===== config.mk =====
export PLATFORM = sky130hd
export DESIGN_NAME = jogador_auto
export DESIGN_NICKNAME = d
export VERILOG_FILES = /design/src/rtl/jogador_auto.sv
export SDC_FILE = /design/constraint.sdc
export NUM_CORES = 1
export LEC_CHECK = 0
export ABC_AREA = 1
export CORE_MARGIN = 5
export CORE_UTILIZATION = 40
export CTS_BUF_LIST = sky130_fd_sc_hd__clkbuf_4 sky130_fd_sc_hd__clkbuf_8 sky130_fd_sc_hd__clkbuf_16
export CTS_CLUSTER_SIZE = 8
export DETAILED_ROUTE_END_ITERATION = 10
export MAX_ROUTING_LAYER = met4
export PLACE_DENSITY_LB_ADDON = 0.15
export SYNTH_ARGS = -nofsm -noshare
export SYNTH_HDL_FRONTEND = slang
export SYNTH_SLANG_ARGS = --single-unit

===== constraint.sdc =====
create_clock -name clk -period 1.81 [get_ports clk]
set_clock_uncertainty 0.2 [all_clocks]
set_input_delay 0.2715 -clock clk [delete_from_list [all_inputs] [get_ports clk]]
set_output_delay 0.2715 -clock clk [all_outputs]
set_load 0.02 [all_outputs]

===== src/rtl/jogador_auto.sv =====
// Automatic player: probes with a guess, derives the secret from the hint
// mask, confirms it with a second guess and retries if the secret moved.
module jogador_auto #(
    parameter int W         = 6,
    parameter int HINT_WAIT = 2,
    parameter int MAX_TENT  = 6
) (
    input  logic         clk,
    input  logic         rst,
    input  logic         go,
    input  logic [W-1:0] dica,
    output logic         enter,
    output logic [W-1:0] tentativa,
    output logic [W-1:0] senha_encontrada,
    output logic [2:0]   num_tent,
    output logic         busy,
    output logic         done,
    output logic         fail
);

    localparam int CW = (HINT_WAIT > 1) ? $clog2(HINT_WAIT) : 1;
    localparam logic [CW-1:0] WLAST = CW'(HINT_WAIT - 1);
    localparam logic [2:0] MAXT = 3'(MAX_TENT);

    typedef enum logic [2:0] {
        IDLE,
        PROBE,
        WAIT_P,
        CONFIRM,
        WAIT_C,
        DONE,
        FAIL
    } state_t;

    state_t state, state_n;

    logic [W-1:0]  cand;
    logic [CW-1:0] wcnt;
    logic          wait_end;
    logic          budget_ok;
    logic          hint_ok;

    assign wait_end  = (wcnt == WLAST);
    assign budget_ok = (num_tent != MAXT);
    assign hint_ok   = &dica;

    always_ff @(posedge clk or posedge rst) begin
        if (rst) state <= IDLE;
        else     state <= state_n;
    end

    always_comb begin
        state_n = state;
        enter   = 1'b0;
        unique case (state)
            IDLE, DONE, FAIL: begin
                if (go) state_n = PROBE;
            end
            PROBE: begin
                if (!budget_ok) begin
                    state_n = FAIL;
                end else begin
                    enter   = 1'b1;
                    state_n = WAIT_P;
                end
            end
            WAIT_P: begin
                if (wait_end) state_n = CONFIRM;
            end
            CONFIRM: begin
                if (!budget_ok) begin
                    state_n = FAIL;
                end else begin
                    enter   = 1'b1;
                    state_n = WAIT_C;
                end
            end
            WAIT_C: begin
                if (wait_end) state_n = hint_ok ? DONE : PROBE;
            end
            default: state_n = IDLE;
        endcase
    end

    // Wait counter runs only inside WAIT_* and restarts on every entry.
    always_ff @(posedge clk or posedge rst) begin
        if (rst) begin
            wcnt <= '0;
        end else if ((state == WAIT_P || state == WAIT_C) && !wait_end) begin
            wcnt <= wcnt + 1'b1;
        end else begin
            wcnt <= '0;
        end
    end

    always_ff @(posedge clk or posedge rst) begin
        if (rst) begin
            cand             <= '0;
            tentativa        <= '0;
            senha_encontrada <= '0;
            num_tent         <= '0;
            busy             <= 1'b0;
            done             <= 1'b0;
            fail             <= 1'b0;
        end else begin
            unique case (state)
                IDLE, DONE, FAIL: begin
                    if (go) begin
                        num_tent  <= '0;
                        done      <= 1'b0;
                        fail      <= 1'b0;
                        tentativa <= '0;
                        busy      <= 1'b1;
                    end
                end
                PROBE, CONFIRM: begin
                    if (budget_ok) begin
                        num_tent <= num_tent + 3'd1;
                    end else begin
                        fail <= 1'b1;
                        busy <= 1'b0;
                    end
                end
                WAIT_P: begin
                    if (wait_end) begin
                        cand      <= tentativa ~^ dica;
                        tentativa <= tentativa ~^ dica;
                    end
                end
                WAIT_C: begin
                    if (wait_end) begin
                        if (hint_ok) begin
                            senha_encontrada <= tentativa;
                            done             <= 1'b1;
                            busy             <= 1'b0;
                        end else begin
                            tentativa <= cand;
                        end
                    end
                end
                default: ;
            endcase
        end
    end

endmodule


==> results.rst, run 1 <==
.. list-table::
   :header-rows: 1

   * - Metric
     - Value
   * - PwrDens
     - 1500 mW/mm²
   * - Port-buffer cells
     - 27
   * - Filler-free cell count of the finished design
     - 271
   * - Arithmetic-cell share of the synthesized area counting full adders, half adders and majority gates
     - 1.73%
   * - RD Place Congestion
     - 0.839
   * - Run status
     - complete, no violations
   * - Number of vias in the routed layout
     - 1,280
   * - Time the worst path needs with I/O delays and setup
     - 1740 ps
   * - Width of the die
     - 70.1 µm
   * - Cell count after placement
     - 266
   * - HPWL Detailed
     - 2440 µm
   * - Num Clock Sinks
     - 28
   * - Largest family of logic cells by synthesized area
     - simple AND/OR/NAND/NOR gates
   * - Beginning of the critical path
     - num_tent[0]
   * - Number of enable-type register cells in the synthesized netlist
     - 0
   * - Final count of negative-setup-slack endpoints
     - 0
   * - Max Cap Viol
     - 0
   * - Initial antenna violation count
     - 0
   * - Worst Path Arrival
     - 1260 ps
   * - Cell area after technology mapping
     - 0.00145 mm²
   * - Synth unique cells
     - 24
   * - First drt pass iteration count
     - 4
   * - Crit path setup slack, layout
     - 73.5 ps
   * - Post-synthesis simple-gate area fraction
     - 26.1%
   * - Share of the synthesized area in compound gates (AO/OA/AOI/OAI)
     - 8.14%
   * - Commonest non-fill, non-tap cell in the layout
     - sky130_fd_sc_hd__nand2_1
   * - Maximum VDD drop
     - 638 µV
   * - First-pass GRT wire length
     - 5690 µm
   * - Syn nets
     - 186
   * - Fraction of synthesized cell area taken by the top area cell type
     - 48.5%
   * - Actual transition at the worst max-transition pin
     - 356 ps
   * - Wire length per cell
     - 12.1 µm
   * - Kind of path behind the tightest hold check
     - input port to asynchronous set/reset pin
   * - TritonCTS clock tree
     - built
   * - Ant. Diodes
     - 0
   * - Synth Flop Type
     - sky130_fd_sc_hd__dfrtp_1
   * - Static Leakage
     - 1.20 nW
   * - Global-route usage over all layers
     - 14.3%
   * - Startpoint type of the worst setup path
     - flop
   * - Proportion of layout cells with a drive suffix above 1
     - 20.4%
   * - Clock transition at the registers of the reported paths
     - 160 ps
   * - Vias in the first global route
     - 1,218
   * - Die extent in y
     - 70.1 µm
   * - Tightest hold margin
     - 79.4 ps
   * - Largest net degree at the start of global routing
     - 29
   * - Buffer type at the clock tree root
     - sky130_fd_sc_hd__clkbuf_4
   * - Detailed router's first-iteration violation count
     - 57
   * - H-Tree Depth
     - 1
   * - Largest buffer count on any clock path
     - 2
   * - Leading cell types in the layout, fill and taps excluded
     - 59 x sky130_fd_sc_hd__nand2_1, 27 x sky130_fd_sc_hd__dfrtp_1, 20 x sky130_fd_sc_hd__buf_4
   * - Multiplexer area fraction after synthesis
     - 4.16%
   * - Async S/R FF share, synth
     - 100%
   * - Clock latency of the later-clocked register in the worst-skew pair
     - 330 ps
   * - Vias per cell
     - 4.72
   * - Dpl ws
     - -133 ps
   * - Remaining design rule violation count
     - 0
   * - Tot Pwr
     - 3.02 mW
   * - Top post-synthesis cells by area
     - sky130_fd_sc_hd__dfrtp_1 48%, sky130_fd_sc_hd__nand2_1 16%, sky130_fd_sc_hd__inv_1 5.2%
   * - Number of warnings reported in the yosys synthesis log
     - 0
   * - Max Fanout on Critical Path
     - 2
   * - Cell type contributing the most total cell area after synthesis
     - sky130_fd_sc_hd__dfrtp_1
   * - NumNets Final
     - 237
   * - Number of rows created at floorplan
     - 21
   * - Core area
     - 0.00342 mm²
   * - Max-slew violation total from the final report
     - 0
   * - Sequential-to-total area share from yosys stat
     - 48.5%
   * - Post-synthesis instance total
     - 175
   * - Instance area after placement
     - 0.00191 mm²
   * - Maximum achievable frequency
     - 0.576 GHz
   * - Tcrit/Tclk final
     - 95.9%
   * - Antenna-violating nets left
     - 0
   * - Avg Inst Size Synth
     - 8.26 µm²
   * - Ports placed on the boundary
     - 28
   * - Worst R2R Start
     - state[1]
   * - Flip-flop and latch count after synthesis
     - 28
   * - Classification of the worst setup path
     - flop to output pin
   * - Drt total wl
     - 3270 µm
   * - Number of clock buffers inserted by TritonCTS
     - 3
   * - Required @ worst endpoint
     - 1340 ps
   * - Xor and xnor area share after synthesis
     - 4.24%
   * - Area overhead of the layout relative to synthesis
     - 39.0%
   * - Die Outline Area
     - 0.00491 mm²
   * - Final non-filler cell area
     - 0.00201 mm²
   * - Starting density of the core
     - 42.3%
   * - Worst max-slew margin expressed relative to the limit
     - 76.3%
   * - Final hold violation count
     - 0
   * - Total congestion overflow after global routing
     - 0
   * - Nature of the critical path endpoint
     - output pin
metrics by stage:
step	util, %	setup TNS, ps
floorplan	-	0
global placement	55.9	-261
detailed placement	55.9	-731
CTS	57.4	0
global route	58.8	-0.951
finish	58.8	0
power breakdown:
part / switching, mW / internal, mW
combinational: 0.957 / 0.638
clock: 0.196 / 0.224
sequential: 0.172 / 0.829
synthesized netlist by cell type (all sizes together), types with 2 or more instances:
cell and n:
nand2 61, dfrtp 28, inv 26, nand3 12, o21ai 12, nor2 8
mux2i 6, o22ai 6, xor2 6, a21oi 2, ha 2, nand4 2
logic make-up after synthesis:
group                      count (synthesis)
and+or+nand+nor                           84
DFF                                       28
buffers and inverters                     27
AOI/OAI and AO/OA                         21
xor gates and xnor gates                   7
muxes                                      6
adders and majority gates                  2
final cells by class:
cell class,instances,area [µm²]
fill,320,1410
sequential,28,702
multi-input combinational,120,666
timing repair buffer,47,433
inverter,26,97.6
tap,46,57.6
clock inverter,1,30.0
clock buffer,3,22.5
flip-flops by register name, summed over array words and instances, names as in the netlist:
| name | flops |
|---|---|
| senha_encontrada | 6 |
| fail | 1 |
| done | 1 |
| cand | 6 |
| wait_end | 1 |
| busy | 1 |
| state | 3 |
| tentativa | 6 |
| num_tent | 3 |
path summary, 6_finish.rpt:
path,endpoint,slack (ps),cells after the start
worst max-delay path,enter,70,6
worst min-delay path,done,80,3
worst max register to register,tentativa[3],180,7
worst min register to register,senha_encontrada[2],300,2
max in group asynchronous,state[0],1060,3
min in group clk,senha_encontrada[2],300,2
critical path, cell delays in order (launching register included):
cell                      delay [ps]
sky130_fd_sc_hd__dfrtp_1         410
sky130_fd_sc_hd__inv_1            60
sky130_fd_sc_hd__ha_2            160
sky130_fd_sc_hd__nand2_2          70
sky130_fd_sc_hd__nand3_2          80
sky130_fd_sc_hd__inv_2            40
sky130_fd_sc_hd__buf_6           120
routing by layer:
layer	track usage [%]	part of all wire (%)	wire length, µm	up-vias
met5	-	0	0	-
met4	4.04	0.61	20	0
met3	2.73	3.9	126	2
met2	20.7	46	1490	37
met1	20.3	50	1630	584
li1	-	-	-	657
repair_timing:
| item | in CTS | in global routing |
|---|---|---|
| pin swaps | 0 | 1 |
| endpoints found under the setup margin | 10 | 15 |
| hold buffers | 0 | 0 |
| buffers inserted | 0 | 1 |
| gates resized for setup | 17 | 15 |
(Power assumes the default switching activity.)
==> inputs of run 2 (changes only) <==
- TNS_END_PERCENT: unset -> 20
==> run 2 against run 1 <==
Effect of this change: sequential power hardly changed; global-route usage unchanged; first-iteration DRC count stayed put; maximum frequency shrank 0.48%; critical path depth unchanged; critical path type unchanged; critical endpoint unchanged; highest routed layer unchanged.
==> results.rst, run 2 (synthesis gave the netlist of run 1 again) <==
.. list-table::
   :header-rows: 1

   * - Metric
     - Value
   * - Static Leakage
     - 1.19 nW (-0.39%)
   * - RD Place Congestion
     - 0.839 (unchanged)
   * - Vias per cell
     - 4.64 (-1.7%)
   * - Dpl ws
     - -133 ps (unchanged)
   * - Detailed router's first-iteration violation count
     - 57 (unchanged)
   * - Ant. Diodes
     - 0 (unchanged)
   * - Max-slew violation total from the final report
     - 0 (unchanged)
   * - Instance area after placement
     - 0.00191 mm² (unchanged)
   * - Peak per-stage delay on the critical path
     - 410 ps (about the same)
   * - Critical path buffers and inverters
     - 3 (unchanged)
   * - Port-buffer cells
     - 27 (unchanged)
   * - Buffer type at the clock tree root
     - sky130_fd_sc_hd__clkbuf_4
   * - Total number of cells along the worst setup path
     - 6 (unchanged)
   * - Starting density of the core
     - 42.3% (unchanged)
   * - Clock transition at the registers of the reported paths
     - 160 ps (about the same)
   * - Filler-free cell count of the finished design
     - 270 (-0.37%)
   * - Vias in the first global route
     - 1,218 (unchanged)
   * - Final count of negative-setup-slack endpoints
     - 0 (unchanged)
   * - Total congestion overflow after global routing
     - 0 (unchanged)
   * - Proportion of layout cells with a drive suffix above 1
     - 20.1% (-0.36 points)
   * - NumNets Final
     - 236 (-0.42%)
   * - First-pass GRT wire length
     - 5690 µm (unchanged)
   * - Classification of the worst setup path
     - flop to output pin
   * - Wire length per cell
     - 12.1 µm (about the same)
   * - Required @ worst endpoint
     - 1340 ps (about the same)
   * - Drt total wl
     - 3260 µm (-0.40%)
   * - Worst R2R Start
     - state[1]
   * - R2r setup slk
     - 160 ps (-20 ps)
   * - Antenna-violating nets left
     - 0 (unchanged)
   * - Initial antenna violation count
     - 0 (unchanged)
   * - Capture instance of the worst register-to-register path
     - tentativa[3]
   * - Finished Core Util
     - 58.6% (-0.22 points)
   * - Largest net degree at the start of global routing
     - 29 (unchanged)
   * - Number of rows created at floorplan
     - 21 (unchanged)
   * - H-Tree Depth
     - 1 (unchanged)
   * - Clock latency of the later-clocked register in the worst-skew pair
     - 330 ps (about the same)
   * - Final hold violation count
     - 0 (unchanged)
   * - HPWL Detailed
     - 2440 µm (unchanged)
   * - Number of vias in the routed layout
     - 1,254 (-2.0%)
   * - Accumulated negative setup slack
     - 0 ps (unchanged)
   * - TritonCTS clock tree
     - built
   * - Area overhead of the layout relative to synthesis
     - 38.4%
   * - Max Fanout on Critical Path
     - 2 (unchanged)
   * - Critical Path Sink
     - enter
   * - Nature of the critical path endpoint
     - output pin
   * - First drt pass iteration count
     - 4 (unchanged)
   * - Run status
     - complete, no violations
   * - Remaining design rule violation count
     - 0 (unchanged)
   * - Crit path setup slack, layout
     - 65.2 ps (-8.34 ps)
   * - Tot Pwr
     - 2.99 mW (-0.71%)
   * - Maximum VDD drop
     - 636 µV (-0.44%)
   * - Max Cap Viol
     - 0 (unchanged)
   * - Actual transition at the worst max-transition pin
     - 351 ps (-4.81 ps)
   * - Commonest non-fill, non-tap cell in the layout
     - sky130_fd_sc_hd__nand2_1
   * - PwrDens
     - 1500 mW/mm² (-0.34%)
   * - Die extent in y
     - 70.1 µm (unchanged)
   * - Worst max-slew margin expressed relative to the limit
     - 76.6% (+0.32 points)
   * - Time the worst path needs with I/O delays and setup
     - 1740 ps (+8.34 ps)
   * - Largest delay share family, worst path
     - flip-flops
   * - Beginning of the critical path
     - num_tent[0]
   * - Core area
     - 0.00342 mm² (unchanged)
   * - Ports placed on the boundary
     - 28 (unchanged)
   * - Worst Path Arrival
     - 1270 ps (about the same)
   * - Maximum achievable frequency
     - 0.573 GHz (-0.48%)
   * - Largest buffer count on any clock path
     - 2 (unchanged)
   * - Cell count after placement
     - 266 (unchanged)
   * - Global-route usage over all layers
     - 14.3% (unchanged)
   * - Top Registers
     - cand x6, senha_encontrada x6, tentativa x6
   * - Die Outline Area
     - 0.00491 mm² (unchanged)
   * - Tcrit/Tclk final
     - 96.4% (+0.46 points)
   * - Number of clock buffers inserted by TritonCTS
     - 3 (unchanged)
   * - Kind of path behind the tightest hold check
     - input port to asynchronous set/reset pin
   * - Tightest hold margin
     - 74.6 ps (-4.80 ps)
   * - Post-CTS setup-driven buffer insertion count
     - 0 (unchanged)
   * - Final non-filler cell area
     - 0.00200 mm² (-0.37%)
   * - Cells along the critical path
     - inv_1 > ha_2 > nand2_2 > nand3_2 > inv_2 > buf_6
   * - Unrepaired setup endpoints after global routing
     - true
   * - Max stage delay cell, worst path
     - sky130_fd_sc_hd__dfrtp_1
   * - Startpoint type of the worst setup path
     - flop
   * - Width of the die
     - 70.1 µm (unchanged)
   * - Num Clock Sinks
     - 28 (unchanged)
   * - Count of hold buffers inserted by post-cts repair
     - 0 (unchanged)
   * - Leading cell types in the layout, fill and taps excluded
     - 59 x sky130_fd_sc_hd__nand2_1, 27 x sky130_fd_sc_hd__dfrtp_1, 19 x sky130_fd_sc_hd__inv_1, 19 x sky130_fd_sc_hd__buf_4
   * - Worst R2R Path Depth
     - 7 (unchanged)
## run 2: cell count changes in the layout (fill, tap and decap cells not counted)
| cell | delta |
|---|---|
| sky130_fd_sc_hd__buf_4 | -1 |
## run 2: worst min-delay path by stage
stage,from,cells past startpoint,slack (ps),to
global placement,fail,2,260,fail
detailed placement,fail,2,260,fail
finish,rst,3,70,num_tent[0]
floorplan,rst,1,140,busy
global route,rst,3,120,senha_encontrada[0]
CTS,rst,3,90,done
## run 2: routing by layer
metal / global-route usage, % / wire [µm] / vias up
li1: - / - / 653
met1: 20.3 / 1630 / 564
met2: 20.7 / 1470 / 35
met3: 2.73 / 132 / 2
met4: 4.04 / 20 / 0
met5: - / 0 / -
## run 2: worst reg2reg max path: cells and delay by family (launching register included)
family | cells | cell delay [ps]
flops | 1 | 510
simple gates | 5 | 690
buf+inv | 2 | 160
## run 2: area by class of cell
| class | instances | area, µm² |
|---|---|---|
| inverter | 26 | 97.6 |
| sequential | 28 | 702 |
| fill | 320 | 1420 |
| tap | 46 | 57.6 |
| clock inverter | 1 | 30.0 |
| multi-input combinational | 120 | 666 |
| timing repair buffer | 46 | 425 |
| clock buffer | 3 | 22.5 |
## run 2: timing repair
item | 4_1_cts | 5_1_grt
hold endpoints to repair | 0 | 0
pin swaps | 0 | 1
setup endpoints to repair | 10 | 15
resized for setup | 17 | 15
## run 2: report_power, final
group,switching [mW],internal [mW]
Clock,0.197,0.224
Combinational,0.949,0.623
Sequential,0.172,0.829
==> inputs of run 3 (changes only) <==
- GPL_TIMING_DRIVEN: unset -> 0
==> run 3 against run 2 <==
Effect of this change: clock-buffer cell count stayed put; setup slack worse by 40 ps; sequential power hardly changed; first-iteration DRC count is 32% higher; clock power is 1% higher; utilization is 3.6 points lower; critical path depth stayed put; sequential share of layout area is 2.4 points higher; non-clock buffer count is 13 lower; final area is 6.2% lower; hold slack better by 190 ps; sequential cell count stayed put; critical path type unchanged; critical endpoint unchanged; largest cell class unchanged.
==> results.rst, run 3 (synthesis gave the netlist of run 1 again) <==
.. list-table::
   :header-rows: 1

   * - Metric
     - Value
   * - Worst max-slew margin expressed relative to the limit
     - 29.9% (-47 points)
   * - Nature of the critical path endpoint
     - output pin
   * - Antenna-violating nets left
     - 0 (unchanged)
   * - Run status
     - complete, no violations
   * - Ant. Diodes
     - 0 (unchanged)
   * - Max Cap Viol
     - 0 (unchanged)
   * - Largest buffer count on any clock path
     - 2 (unchanged)
   * - Starting density of the core
     - 42.3% (unchanged)
   * - Cells along the critical path
     - inv_1 > ha_2 > nand2_2 > nand3_2 > inv_2 > buf_6
   * - Area overhead of the layout relative to synthesis
     - 29.9%
   * - Largest net degree at the start of global routing
     - 29 (unchanged)
   * - NumNets Final
     - 223 (-5.5%)
   * - Max-slew violation total from the final report
     - 0 (unchanged)
   * - Tcrit/Tclk final
     - 98.6% (+2.2 points)
   * - R2r setup slk
     - 90 ps (-70 ps)
   * - Unrepaired setup endpoints after global routing
     - true
   * - PwrDens
     - 1560 mW/mm² (+4.3%)
   * - Width of the die
     - 70.1 µm (unchanged)
   * - H-Tree Depth
     - 1 (unchanged)
   * - Largest delay share family, worst path
     - flip-flops
   * - Number of rows created at floorplan
     - 21 (unchanged)
   * - Required @ worst endpoint
     - 1340 ps (about the same)
   * - Max stage delay cell, worst path
     - sky130_fd_sc_hd__dfrtp_1
   * - Initial antenna violation count
     - 0 (unchanged)
   * - Maximum VDD drop
     - 671 µV (+5.6%)
   * - Remaining design rule violation count
     - 0 (unchanged)
   * - Buffer type at the clock tree root
     - sky130_fd_sc_hd__clkbuf_4
   * - Worst R2R Path Depth
     - 8 (+1)
   * - RD Place Congestion
     - 0.851 (+1.5%)
   * - Filler-free cell count of the finished design
     - 257 (-4.8%)
   * - Max Fanout on Critical Path
     - 3 (+1)
   * - Cell count after placement
     - 248 (-6.8%)
   * - Total congestion overflow after global routing
     - 0 (unchanged)
   * - Drt total wl
     - 3120 µm (-4.2%)
   * - Number of clock buffers inserted by TritonCTS
     - 3 (unchanged)
   * - Classification of the worst setup path
     - flop to output pin
   * - Worst Path Arrival
     - 1310 ps (+40 ps)
   * - Final count of negative-setup-slack endpoints
     - 0 (unchanged)
   * - Num Clock Sinks
     - 28 (unchanged)
   * - Worst R2R Start
     - state[0]
   * - First drt pass iteration count
     - 4 (unchanged)
   * - Peak per-stage delay on the critical path
     - 410 ps (about the same)
   * - Die Outline Area
     - 0.00491 mm² (unchanged)
   * - TritonCTS clock tree
     - built
   * - Vias per cell
     - 4.68 (+0.79%)
   * - Dpl ws
     - -196 ps (-62.9 ps)
   * - Number of vias in the routed layout
     - 1,203 (-4.1%)
   * - Commonest non-fill, non-tap cell in the layout
     - sky130_fd_sc_hd__nand2_1
   * - Crit path setup slack, layout
     - 25.3 ps (-39.8 ps)
   * - Wire length per cell
     - 12.1 µm (+0.64%)
   * - Vias in the first global route
     - 1,146 (-5.9%)
   * - Global-route usage over all layers
     - 13.4% (-0.82 points)
   * - Kind of path behind the tightest hold check
     - input port to asynchronous set/reset pin
   * - Leading cell types in the layout, fill and taps excluded
     - 59 x sky130_fd_sc_hd__nand2_1, 26 x sky130_fd_sc_hd__dfrtp_1, 19 x sky130_fd_sc_hd__inv_1
   * - Proportion of layout cells with a drive suffix above 1
     - 15.2% (-4.9 points)
   * - Beginning of the critical path
     - num_tent[0]
   * - First-pass GRT wire length
     - 5210 µm (-8.4%)
   * - Maximum achievable frequency
     - 0.560 GHz (-2.2%)
   * - Detailed router's first-iteration violation count
     - 75 (+32%)
   * - Time the worst path needs with I/O delays and setup
     - 1780 ps (+39.8 ps)
   * - Die extent in y
     - 70.1 µm (unchanged)
   * - Port-buffer cells
     - 27 (unchanged)
   * - Static Leakage
     - 1.07 nW (-10%)
   * - Core area
     - 0.00342 mm² (unchanged)
   * - Final hold violation count
     - 0 (unchanged)
   * - Capture instance of the worst register-to-register path
     - tentativa[3]
   * - Top Registers
     - cand x6, senha_encontrada x6, tentativa x6
   * - Actual transition at the worst max-transition pin
     - 1050 ps (+700 ps)
   * - Finished Core Util
     - 54.9% (-3.6 points)
   * - Clock transition at the registers of the reported paths
     - 160 ps (about the same)
   * - Critical path buffers and inverters
     - 3 (unchanged)
   * - HPWL Detailed
     - 2270 µm (-7.0%)
   * - Ports placed on the boundary
     - 28 (unchanged)
   * - Startpoint type of the worst setup path
     - flop
   * - Clock latency of the later-clocked register in the worst-skew pair
     - 350 ps (+20 ps)
## run 3: metal layers
| layer | track usage, % | vias to the layer above | part of all wire (%) |
|---|---|---|---|
| li1 | - | 632 | - |
| met1 | 18.7 | 545 | 52 |
| met2 | 19.5 | 21 | 43 |
| met3 | 2.73 | 5 | 3.4 |
| met4 | 4.47 | 0 | 1.4 |
| met5 | - | - | 0 |
## run 3: final cells by class
class / count / area [µm²]
inverters: 26 / 97.6
fillers: 341 / 1540
clock inverters: 1 / 30.0
repair buffers: 32 / 305
flip-flops and latches: 28 / 703
clock buffers: 3 / 22.5
multi-input cells: 120 / 656
plain buffers: 1 / 5.00
well taps: 46 / 57.6
## run 3: metrics by stage
stage / cell area (µm²) / setup TNS [ps] / hold slack (ps) / power (mW)
floorplan: 1450 / 0 / 137 / 2.01
global placement: 1770 / -1500 / 257 / 2.44
detailed placement: 1770 / -2170 / 263 / 2.47
CTS: 1830 / -53.1 / 300 / 2.86
global route: 1880 / -66.3 / 330 / 3.18
finish: 1880 / 0 / 268 / 2.93
## run 3: repair_timing
action	4_1_cts	5_1_grt
hold buffers	0	0
gates resized for setup	18	13
buffers inserted	3	2
hold endpoints to repair	0	0
pin swaps	0	1
endpoints found under the setup margin	14	21
## run 3: worst max path at each step
stage | to | slack (ps) | depth (start not counted)
2_1_floorplan | num_tent[0] | 170 | 8
3_3_place_gp | enter | -190 | 6
3_5_place_dp | enter | -200 | 6
4_1_cts | enter | -50 | 6
5_1_grt | enter | -40 | 6
6_report | enter | 30 | 6
## run 3: worst reg2reg max path: cells and delay by family, from the launching register on
| family | cells | cell delay, ps |
|---|---|---|
| buffers and inverters | 3 | 390 |
| flip-flops | 1 | 500 |
| AND/OR/NAND/NOR | 5 | 580 |
## run 3: where the power goes
part	switching [mW]	leakage, nW	internal (mW)
Clock	0.203	0.0279	0.224
Combinational	0.917	0.687	0.573
Sequential	0.180	0.357	0.832
Total	1.30	1.07	1.63
